--- src/rtl/wb_pkg.sv ---
// Shared types for the write-back/commit stage: source select, FSM states and
// the default-width pipeline entry layout.
package wb_pkg;

  localparam int WB_DATA_W = 16;
  localparam int WB_ADDR_W = 3;

  typedef enum logic [1:0] {
    WB_ALU  = 2'd0,
    WB_MEM  = 2'd1,
    WB_LINK = 2'd2,
    WB_BAD  = 2'd3
  } wb_sel_t;

  typedef enum logic [1:0] {
    ST_RUN    = 2'd0,
    ST_HALTED = 2'd1,
    ST_FAULT  = 2'd2
  } wb_state_t;

  // Entry layout at the default widths; the stage keeps a parameter-sized twin.
  typedef struct packed {
    wb_sel_t                sel;
    logic [WB_DATA_W-1:0]   alu;
    logic [WB_DATA_W-1:0]   mem;
    logic [WB_DATA_W-1:0]   pc2;
    logic                   wrEn;
    logic [WB_ADDR_W-1:0]   wrAddr;
    logic                   halt;
  } wb_entry_t;

endpackage

--- src/rtl/wb_src_mux.sv ---
// Write-back source select: ALU, memory or link value; the unused encoding
// yields zero data and raises the illegal flag.
module wb_src_mux
  import wb_pkg::*;
#(
  parameter int DATA_W = 16
) (
  input  logic [1:0]        sel,
  input  logic [DATA_W-1:0] alu,
  input  logic [DATA_W-1:0] mem,
  input  logic [DATA_W-1:0] pc2,
  output logic [DATA_W-1:0] data,
  output logic              illegal
);

  always_comb begin
    data    = '0;
    illegal = 1'b0;
    case (wb_sel_t'(sel))
      WB_ALU:  data = alu;
      WB_MEM:  data = mem;
      WB_LINK: data = pc2;
      default: illegal = 1'b1;
    endcase
  end

endmodule

--- src/rtl/wb_commit_pipe.sv ---
// Write-back/commit stage: one-entry pipeline register feeding the regfile write
// port, a bypass port and a retire counter. Optional X/Z input checking: WB_XCHECK_EN.
module wb_commit_pipe
  import wb_pkg::*;
#(
  parameter int DATA_W     = 16,
  parameter int ADDR_W     = 3,
  parameter int CNT_W      = 32,
  parameter int R0_IS_ZERO = 0
) (
  input  logic              clk,
  input  logic              rst,
  input  logic              in_valid,
  output logic              in_ready,
  input  logic [1:0]        in_wb_sel,
  input  logic [DATA_W-1:0] in_alu,
  input  logic [DATA_W-1:0] in_mem,
  input  logic [DATA_W-1:0] in_pc2,
  input  logic              in_wr_en,
  input  logic [ADDR_W-1:0] in_wr_addr,
  input  logic              in_halt,
  input  logic              rf_ready,
  output logic              rf_we,
  output logic [ADDR_W-1:0] rf_addr,
  output logic [DATA_W-1:0] rf_data,
  output logic              fwd_valid,
  output logic [ADDR_W-1:0] fwd_addr,
  output logic [DATA_W-1:0] fwd_data,
  output logic [CNT_W-1:0]  retire_cnt,
  output logic              halted,
  output logic              err
);

  typedef struct packed {
    wb_sel_t           sel;
    logic [DATA_W-1:0] alu;
    logic [DATA_W-1:0] mem;
    logic [DATA_W-1:0] pc2;
    logic              wrEn;
    logic [ADDR_W-1:0] wrAddr;
    logic              halt;
  } entry_t;

  entry_t            entryReg;
  logic              validReg;
  wb_state_t         stateReg, stateNext;
  logic [CNT_W-1:0]  retireCntReg;

  logic [DATA_W-1:0] heldData;
  logic              heldIllegal;
  logic              isRun, suppress, willWrite;
  logic              selFault, faultNow, commit, accept, xHit;

  wb_src_mux #(.DATA_W(DATA_W)) uHeldMux (
    .sel     (entryReg.sel),
    .alu     (entryReg.alu),
    .mem     (entryReg.mem),
    .pc2     (entryReg.pc2),
    .data    (heldData),
    .illegal (heldIllegal)
  );

  assign isRun     = (stateReg == ST_RUN);
  assign suppress  = (R0_IS_ZERO != 0) && (entryReg.wrAddr == '0);
  assign willWrite = entryReg.wrEn & ~suppress & ~heldIllegal;

  // An illegal select is only acted on when the entry would otherwise commit.
  assign selFault = validReg & rf_ready & isRun & heldIllegal;
  assign commit   = validReg & rf_ready & isRun & ~selFault;

  // A retiring HALT must not let a younger entry slip in behind it.
  assign in_ready = isRun & (~validReg | (commit & ~entryReg.halt));
  assign accept   = in_valid & in_ready;

`ifdef WB_XCHECK_EN
  logic [DATA_W-1:0] inData;
  logic              unusedInIllegal;

  wb_src_mux #(.DATA_W(DATA_W)) uInMux (
    .sel     (in_wb_sel),
    .alu     (in_alu),
    .mem     (in_mem),
    .pc2     (in_pc2),
    .data    (inData),
    .illegal (unusedInIllegal)
  );

  // Reduction XOR turns any X/Z bit into X; only meaningful in 4-state simulation.
  assign xHit = accept & ((^{in_wb_sel, in_wr_en, in_halt, inData}) === 1'bx);
`else
  assign xHit = 1'b0;
`endif

  assign faultNow = selFault | xHit;

  always_ff @(posedge clk or posedge rst) begin
    if (rst) begin
      validReg     <= 1'b0;
      entryReg     <= '0;
      retireCntReg <= '0;
    end else begin
      if (accept && !xHit) begin
        validReg <= 1'b1;
        entryReg <= '{sel:    wb_sel_t'(in_wb_sel),
                      alu:    in_alu,
                      mem:    in_mem,
                      pc2:    in_pc2,
                      wrEn:   in_wr_en,
                      wrAddr: in_wr_addr,
                      halt:   in_halt};
      end else if (commit) begin
        validReg <= 1'b0;
      end
      if (commit) begin
        retireCntReg <= retireCntReg + 1'b1;
      end
    end
  end

  always_ff @(posedge clk or posedge rst) begin
    if (rst) begin
      stateReg <= ST_RUN;
    end else begin
      stateReg <= stateNext;
    end
  end

  always_comb begin
    stateNext = stateReg;
    case (stateReg)
      ST_RUN: begin
        if (faultNow) begin
          stateNext = ST_FAULT;
        end else if (commit && entryReg.halt) begin
          stateNext = ST_HALTED;
        end
      end
      default: stateNext = stateReg;
    endcase
  end

  assign rf_we      = commit & willWrite;
  assign rf_addr    = entryReg.wrAddr;
  assign rf_data    = heldData;
  assign fwd_valid  = validReg & isRun & willWrite;
  assign fwd_addr   = entryReg.wrAddr;
  assign fwd_data   = heldData;
  assign retire_cnt = retireCntReg;
  assign halted     = (stateReg == ST_HALTED);
  assign err        = (stateReg == ST_FAULT);

endmodule
--- config.mk ---
export PLATFORM = sky130hd
export DESIGN_NAME = wb_commit_pipe
export DESIGN_NICKNAME = d
export VERILOG_FILES = /design/src/rtl/wb_pkg.sv /design/src/rtl/wb_src_mux.sv /design/src/rtl/wb_commit_pipe.sv
export SDC_FILE = /design/constraint.sdc
export NUM_CORES = 1
export LEC_CHECK = 0
export CORE_ASPECT_RATIO = 1.2
export CORE_MARGIN = 8
export CORE_UTILIZATION = 47
export DETAILED_ROUTE_END_ITERATION = 7
export GPL_TIMING_DRIVEN = 0
export PLACE_DENSITY_LB_ADDON = 0.3
export SYNTH_ARGS = -nofsm -noshare
export SYNTH_HDL_FRONTEND = slang
export SYNTH_SLANG_ARGS = --single-unit
--- constraint.sdc ---
create_clock -name clk -period 3.75 [get_ports clk]
set_input_delay 0.5625 -clock clk [delete_from_list [all_inputs] [get_ports clk]]
set_output_delay 0.5625 -clock clk [all_outputs]
set_load 0.02 [all_outputs]
==> metrics <==
cell area after layout around 0.0059 mm2; total clock sinks 90; hpwl dp 8.12 mm; Setup violations, final 0; clock slew at reported path FFs roughly 0.090 ns; # H-tree levels 3; final hold slack around 0.47 ns; DR pass1 iterations 6; outcome finished clean; commonest non-fill, non-tap cells in the layout clkdlybuf4s50_1, dfrtp_1, mux2_2, nand2_1, buf_4; Rows 38; leakage power roughly 2.7 nW; R2R Setup Slk ~1.8 ns; Final Hold Violating Endpoints 0; Synth Register Bits 90; peak supply drop 0.000195 V; Distinct cells, synth 34; Final Max Slew Viols 0; GP Congestion 0.831; post-DR vias/cell a little over 5; layout cells sized above 1 between 20% and 30%; Slew @ Worst Pin 0.909 ns; total CTS buffers 9; worst hold path class reg2reg; Critical Path Sink rf_data[3]; Layout Nets 557; Resize count post-CTS 0; die span in x 103 um; maximum buffer depth of the clock tree 2; vias in the first global route approximately 3500; Final Non-Filler Cells about 620; R2R depth 4; FMAX between 200 and 300 MHz; cell family with most CP delay buffers and inverters; relative slew slack a little under 40%; syn avg cell area approximately 12 um2; placed inst area between 0.005 and 0.006 mm2; CTS root buffer clkbuf_8; post-synth design cell area approximately 0.0043 mm2; Top-Level Pins around 130; DRT Wirelength ~11 mm; Syn Inst Count ~350; first-pass GRT wire length approximately 17 mm; worst path bufs/invs 4; Pwr Total 1.65 mW; sequential share of the synthesized area approximately 53%; post-layout util 66.4%; r2r endpoint retire_cnt[24]; Ys Warns 0; clk_lat worst skew roughly 0.35 ns; syn nets between 400 and 500; Die Ht 120 um; gr usage total between 10% and 20%; via count approximately 3200; Max Cap Viol 0; Core Region roughly 0.0089 mm2; CP arrival 2.90 ns; Initial Util about 48%; Worst path max stage delay just over 0.6 ns; start point of the critical path entryReg[53]; die area around 0.012 mm2; port bufs approximately 130; antenna violations before repair 0; remaining antenna violation count 0; Crit Path Category reg2out; commonest non-fill, non-tap cell in the layout clkdlybuf4s50_1; Final Cycle Share between 90% and 100%; Setup Buffers After CTS 0; WL/cell 17.1 um; worst path cell trace clkbuf_1 -> nor2b_1 -> clkbuf_2 -> nand2_1 -> o21ai_0 -> buf_4 -> clkdlybuf4s50_1; CTS tree done; Synth-to-Final Area Change 39.6%; CP Max Fanout 10; RR Startpoint retire_cnt[3]; PD cells ~280 mW/mm2; DR DRC count 0; largest net degree at the start of global routing just over 50; Crit. End Element output port; Worst path slowest cell clkdlybuf4s50_1; Worst EP required around 3.2 ns; n_diodes 0; RSZ-0062 raised after global routing no; total congestion overflow 0; Tmin final approximately 3.5 ns; # hold bufs at CTS 0; First DRT Iteration DRCs 92; dpl cells about 600; Worst Skew between 0.009 and 0.01 ns; WP depth 7; CP startpoint kind register
[sequential cells by signal, summed over array words and instances, names as in the netlist]
signal,count
stateReg,2
fwd_addr,3
retire_cnt,32
validReg,1
entryReg,52
[final cells by class]
type	count	area (um2)
plain buffers	35	231
clock buffers	13	159
clock inverters	2	12.5
fillers	725	3000
inverters	6	25.0
multi-input cells	221	1750
flip-flops and latches	90	2250
well taps	120	150
repair buffers	134	1360
[synthesized netlist by cell type]
library cell / n / area, um2
o22ai_1: 1 / 6.26
mux2i_1: 16 / 160
ha_1: 1 / 12.5
nand3_2: 2 / 20.0
nor4b_2: 1 / 15.0
nor2_1: 8 / 30.0
and3_1: 6 / 37.5
nand2_1: 31 / 116
a31o_2: 1 / 8.76
buf_4: 22 / 165
a211o_1: 1 / 8.76
clkbuf_1: 5 / 18.8
or3_2: 2 / 15.0
nand3_1: 10 / 50.1
o21ai_0: 17 / 85.1
and4_1: 1 / 8.76
nand4_1: 11 / 68.8
o21a_1: 1 / 7.51
nand4_2: 1 / 12.5
nor4_2: 6 / 75.1
mux2_2: 56 / 631
dfrtp_1: 90 / 2250
xor2_1: 15 / 131
xnor2_1: 16 / 140
inv_1: 6 / 22.5
a211oi_2: 1 / 12.5
or4_4: 1 / 11.3
buf_2: 7 / 35.0
buf_6: 1 / 11.3
nor2b_1: 2 / 12.5
nor3_1: 9 / 45.0
nor4_1: 1 / 6.26
nand2b_1: 1 / 6.26
and2_1: 2 / 12.5
[layer usage]
layer,vias up,global-route usage (%),wire length (um)
li1,1493,-,-
met1,1574,20.5,4190
met2,106,30.2,5440
met3,11,5.18,831
met4,0,6.53,137
met5,-,0,0
[worst register-to-register path: stages, from the launching register on]
cell and delay, ns:
dfrtp_1 0.44, nand3_2 0.19, nor4_2 0.85, nand4_1 0.23, xnor2_1 0.18
[metrics by stage]
| stage | TNS, ns | worst slack (ns) |
|---|---|---|
| 2_1_floorplan | 0 | 0.852 |
| 3_3_place_gp | -48.29 | -0.543 |
| 3_5_place_dp | 0 | 0.448 |
| 4_1_cts | 0 | 0.0544 |
| 5_1_grt | 0 | 0.0908 |
| 6_report | 0 | 0.289 |
[worst min path at each step]
stage / to / slack [ns] / startpoint / depth (start not counted)
2_1_floorplan: stateReg[0] / 0.48 / entryReg[0] / 2
3_3_place_gp: retire_cnt[31] / 0.46 / retire_cnt[31] / 1
3_5_place_dp: retire_cnt[31] / 0.46 / retire_cnt[31] / 1
4_1_cts: retire_cnt[31] / 0.47 / retire_cnt[31] / 1
5_1_grt: retire_cnt[31] / 0.49 / retire_cnt[31] / 1
6_report: retire_cnt[31] / 0.47 / retire_cnt[31] / 1
[kinds of logic after synthesis]
group           share of synthesized area, %
compound gates                          3.03
mux                                     18.6
xor+xnor                                6.39
fa+ha+maj                              0.294
buf+inv                                 5.94
flops                                   53.0
simple gates                            12.8
[power breakdown]
part / leakage, nW / internal (mW) / switching [mW]
sequential: 1.24 / 0.969 / 0
combinational: 1.38 / 0.0564 / 0.0287
clock: 0.0855 / 0.274 / 0.324
Power figures use the tool's default switching activity.
